--- config.mk ---
export PLATFORM = sky130hd
export DESIGN_NAME = switch_debounce
export DESIGN_NICKNAME = d
export VERILOG_FILES = /design/src/rtl/switch_debounce.sv
export SDC_FILE = /design/constraint.sdc
export NUM_CORES = 1
export LEC_CHECK = 0
export ABC_CLOCK_PERIOD_IN_PS = 1920
export BUFFER_PORTS_ARGS = -buffer_cell sky130_fd_sc_hd__buf_4
export CAP_MARGIN = 20
export CORE_ASPECT_RATIO = 0.8
export CORE_UTILIZATION = 53
export DETAILED_ROUTE_END_ITERATION = 6
export GPL_ROUTABILITY_DRIVEN = 0
export GPL_TIMING_DRIVEN = 0
export PLACE_DENSITY_LB_ADDON = 0.12
export SLEW_MARGIN = 20
export SYNTH_ARGS = -nofsm -noshare
export SYNTH_HDL_FRONTEND = slang
export SYNTH_SLANG_ARGS = --single-unit
--- constraint.sdc ---
create_clock -name i_clock -period 1.92 [get_ports i_clock]
set_clock_uncertainty 0.1 [all_clocks]
set_input_delay 0.384 -clock i_clock [delete_from_list [all_inputs] [get_ports i_clock]]
set_output_delay 0.384 -clock i_clock [all_outputs]
set_load 0.02 [all_outputs]
--- src/rtl/switch_debounce.sv ---
// Multi-channel switch conditioner: 2-flop synchronizer plus stable-count debouncer
// per channel, with registered level and one-cycle rise/fall pulses.
module switch_debounce #(
  parameter int unsigned NUM_SWITCHES    = 2,
  parameter int unsigned DEBOUNCE_CYCLES = 250000
) (
  input  logic                    i_clock,
  input  logic                    i_reset_n,
  input  logic                    i_enable,
  input  logic [NUM_SWITCHES-1:0] i_switch,
  output logic [NUM_SWITCHES-1:0] o_switch,
  output logic [NUM_SWITCHES-1:0] o_rise,
  output logic [NUM_SWITCHES-1:0] o_fall
);

  localparam int unsigned CW = $clog2(DEBOUNCE_CYCLES + 1);
  localparam logic [CW-1:0] LAST_COUNT = CW'(DEBOUNCE_CYCLES - 1);

  logic [NUM_SWITCHES-1:0] r_sync1;
  logic [NUM_SWITCHES-1:0] r_sync2;
  logic [NUM_SWITCHES-1:0] r_switch;
  logic [NUM_SWITCHES-1:0] r_rise;
  logic [NUM_SWITCHES-1:0] r_fall;
  logic [CW-1:0]           r_count [NUM_SWITCHES];

  logic [NUM_SWITCHES-1:0] w_switch_nxt;
  logic [NUM_SWITCHES-1:0] w_rise_nxt;
  logic [NUM_SWITCHES-1:0] w_fall_nxt;
  logic [CW-1:0]           w_count_nxt [NUM_SWITCHES];

  // State registers; synchronizers run regardless of enable.
  always_ff @(posedge i_clock or negedge i_reset_n) begin
    if (!i_reset_n) begin
      r_sync1  <= '0;
      r_sync2  <= '0;
      r_switch <= '0;
      r_rise   <= '0;
      r_fall   <= '0;
      for (int n = 0; n < NUM_SWITCHES; n++) begin
        r_count[n] <= '0;
      end
    end else begin
      r_sync1  <= i_switch;
      r_sync2  <= r_sync1;
      r_switch <= w_switch_nxt;
      r_rise   <= w_rise_nxt;
      r_fall   <= w_fall_nxt;
      for (int n = 0; n < NUM_SWITCHES; n++) begin
        r_count[n] <= w_count_nxt[n];
      end
    end
  end

  // Qualification: a mismatch must persist DEBOUNCE_CYCLES enabled cycles; the
  // counter clears on acceptance so it can never wrap.
  always_comb begin
    w_switch_nxt = r_switch;
    w_rise_nxt   = '0;
    w_fall_nxt   = '0;
    for (int n = 0; n < NUM_SWITCHES; n++) begin
      w_count_nxt[n] = r_count[n];
    end
    for (int n = 0; n < NUM_SWITCHES; n++) begin
      if (!i_enable || (r_sync2[n] == r_switch[n])) begin
        w_count_nxt[n] = '0;
      end else if (r_count[n] == LAST_COUNT) begin
        w_switch_nxt[n] = r_sync2[n];
        w_rise_nxt[n]   = r_sync2[n];
        w_fall_nxt[n]   = ~r_sync2[n];
        w_count_nxt[n]  = '0;
      end else begin
        w_count_nxt[n] = r_count[n] + CW'(1);
      end
    end
  end

  assign o_switch = r_switch;
  assign o_rise   = r_rise;
  assign o_fall   = r_fall;

endmodule

==> results.cfg <==
[synthesis]
yosys_warnings = 0
syn_area_um2 = 2160
synth_seq_cells = 46
synth_edf_count = 0
synth-seq-area-share = 0.533
synth_flop_cell = dfrtp_1
syn_avg_cell_area_um2 = 10.2
yosysUniqueCellTypes = 31
syn_nets = 218
ys_async_sr_fraction = 1.00
syn_inst = 211

[global_route]
grt_first_pass_wirelength_um = 6820
grt_max_degree = 47
grt_util_all_layers = 0.215
grt_pass1_vias = 1505
antenna_found_initial = 0
grt_overflow = 0

[setup_path]
timing.critical_path.slowest_stage_cell = dfrtp_1
cp_max_fo = 4
path_cells = ha_4 -> and3_4 -> nand4_1 -> nor3_2 -> mux2_2
crit_path_end_kind = register
critPathRequiredTime_ns = 2.01
cp_top_family = simple AND/OR/NAND/NOR gates
start_kind = register
crit_buf_inv = 0
worst_path_largest_cell_delay_ns = 0.44
crit_type = reg2reg
crit_arrival_ns = 1.98

[detailed_routing]
drt-initial-drc-count = 68
vias = 1622
wl_um = 4230
avgViaCountPerCell = 5.59
ant_nets = 0
drcViolationCount = 0
detail_route.first_pass.iterations = 4
wl_per_cell_um = 14.6

[clocking]
clk_latency_ns = 0.30
cts_buffers = 5
cts_buffer_depth = 2
cts.sinks = 46
cts-root-buf = clkbuf_8
tritoncts = yes
clk_pin_slew_ns = 0.09
h-tree-depth = 2

[power_and_ir_drop]
leakage_nw = 1.01
switchingPower_w = 0.000371
pwr-share-comb = 0.036
clockPowerShare = 0.404
internal_power_w = 0.00139
ir_drop_mv = 0.519
power.density_nw_per_um2 = 688
power_frac_seq = 0.560
sw_frac_of_total = 0.211

[die]
rows = 20
dieArea_um2 = 4330
boundaryPins = 11
start_util = 0.560
die_w_um = 73.3
fp.dieH_um = 59.1
coreArea_um2 = 3850

[timing]
finalHoldViolations = 0
period_needed_ns = 1.89
relSlewSlack = 0.623
fin_crit_sh = 0.982
report.final.slew_viol_count = 0
tightest_slew_ns = 0.566
setup_viol = 0
finalSetupTns_ns = 0
hold_slack_ns = 0.0850
setup_slack_ns = 0.0337
max_freq_mhz = 530

[cells_and_area]
syn_to_final_growth_pct = 18.3
layout-drive-gt1-share = 0.183
final_cells = 290
final_util = 0.662
num_antenna_cells = 0
nets = 241

[placement]
io_buffer_count = 10
pre_cts_slack_ns = -0.264
dp_cells = 276
dp_hpwl_um = 2690

[flow_run]
drv_cap = 0

[min_path]
hp-class = in2reg

[outcome]
status = finished clean
routing by layer:
| metal | part of all wire | global-route usage | vias up |
|---|---|---|---|
| met1 | 0.50 | 0.303 | 794 |
| met2 | 0.44 | 0.325 | 41 |
| met3 | 0.050 | 0.0510 | 5 |
| met4 | 0.0094 | 0.0824 | 0 |
| met5 | 0 | 0 | - |
| li1 | - | - | 782 |
cells in the final DEF, fill, tap and decap left out, types with 2 or more instances in the layout:
master	instances
and2_1	3
and4_1	3
or3_1	3
clkbuf_8	5
dfrtp_1	44
inv_1	4
a21oi_1	5
and3_1	2
nand3_1	15
nor4_1	8
o21ai_0	4
buf_4	17
xor2_1	8
nand2_1	11
nand4_1	10
nor2_1	37
dfrtp_2	2
nor4_2	3
xnor2_1	21
nor4b_2	2
nor3_1	5
mux2_2	2
per-stage QoR:
stage,power (W),cell area (µm²)
2_1_floorplan,0.00102,2160
4_1_cts,0.00177,2490
6_report,0.00176,2550
3_3_place_gp,0.00105,2300
5_1_grt,0.00182,2550
3_5_place_dp,0.00106,2300
cell usage after synthesis (all sizes together), types with 3 or more instances:
cell type  count  share of area
and4           3          0.012
nor2          37          0.064
nor4          12          0.035
nor3           6          0.014
and2           3         0.0087
nand4         11          0.039
a21oi          5          0.012
xor2           8          0.032
dfrtp         46           0.53
o21ai          4         0.0093
xnor2         21          0.085
nand2         11          0.019
and3           3         0.0087
inv            4         0.0070
nand3         16          0.037
or3            3         0.0087
flip-flops by register name, summed over array words and instances (netlist names):
signal / cells
o_fall: 2
o_rise: 2
o_switch: 2
r_count: 36
r_sync1: 2
r_sync2: 2
path summary, 6_finish.rpt:
check                                  from     endpoint  slack (ns)  cells after the start
worst max-delay path             r_count[0]  o_switch[1]        0.03                      5
worst min-delay path            i_switch[0]   r_sync1[0]        0.08                      1
max in group asynchronous         i_reset_n   r_count[8]        0.79                      2
worst min register to register   r_sync1[1]   r_sync2[1]        0.26                      0
min in group asynchronous         i_reset_n   r_count[5]        0.51                      2
worst max register to register   r_count[0]  o_switch[1]        0.03                      5
power by group through the flow:
stage	combinational [W]	clock [W]	sequential, W
3_3_place_gp	0.0000505	0	0.00100
2_1_floorplan	0.0000207	0	0.00100
5_1_grt	0.0000716	0.000760	0.000986
4_1_cts	0.0000595	0.000724	0.000983
6_report	0.0000631	0.000710	0.000984
3_5_place_dp	0.0000527	0	0.00100
timing repair:
| action | CTS | global route |
|---|---|---|
| endpoints found under the hold margin | 38 | 0 |
| pin swaps | 2 | 3 |
| hold buffers | 1 | 0 |
| buffers inserted | 5 | 1 |
| setup endpoints to repair | 24 | 29 |
| resized for setup | 5 | 13 |
cell families (layout without fill, tap and decap cells):
group / Yosys count / count (layout) / share of synthesized area
compound gates: 12 / 12 / 0.0394
xor+xnor: 29 / 29 / 0.118
fa+ha+maj: 2 / 2 / 0.0116
buf+inv: 8 / 32 / 0.0156
flops: 46 / 46 / 0.533
mux: 2 / 2 / 0.0104
simple gates: 112 / 112 / 0.272
final cells by class:
| class | instances | area, µm² |
|---|---|---|
| multi-input combinational | 157 | 1050 |
| fill | 325 | 1300 |
| sequential | 46 | 1150 |
| clock inverter | 2 | 37.5 |
| clock buffer | 6 | 72.6 |
| tap | 55 | 68.8 |
| buffer | 3 | 20.0 |
| inverter | 4 | 15.0 |
| timing repair buffer | 17 | 130 |
Note: power is estimated with default switching activity, not from simulation.
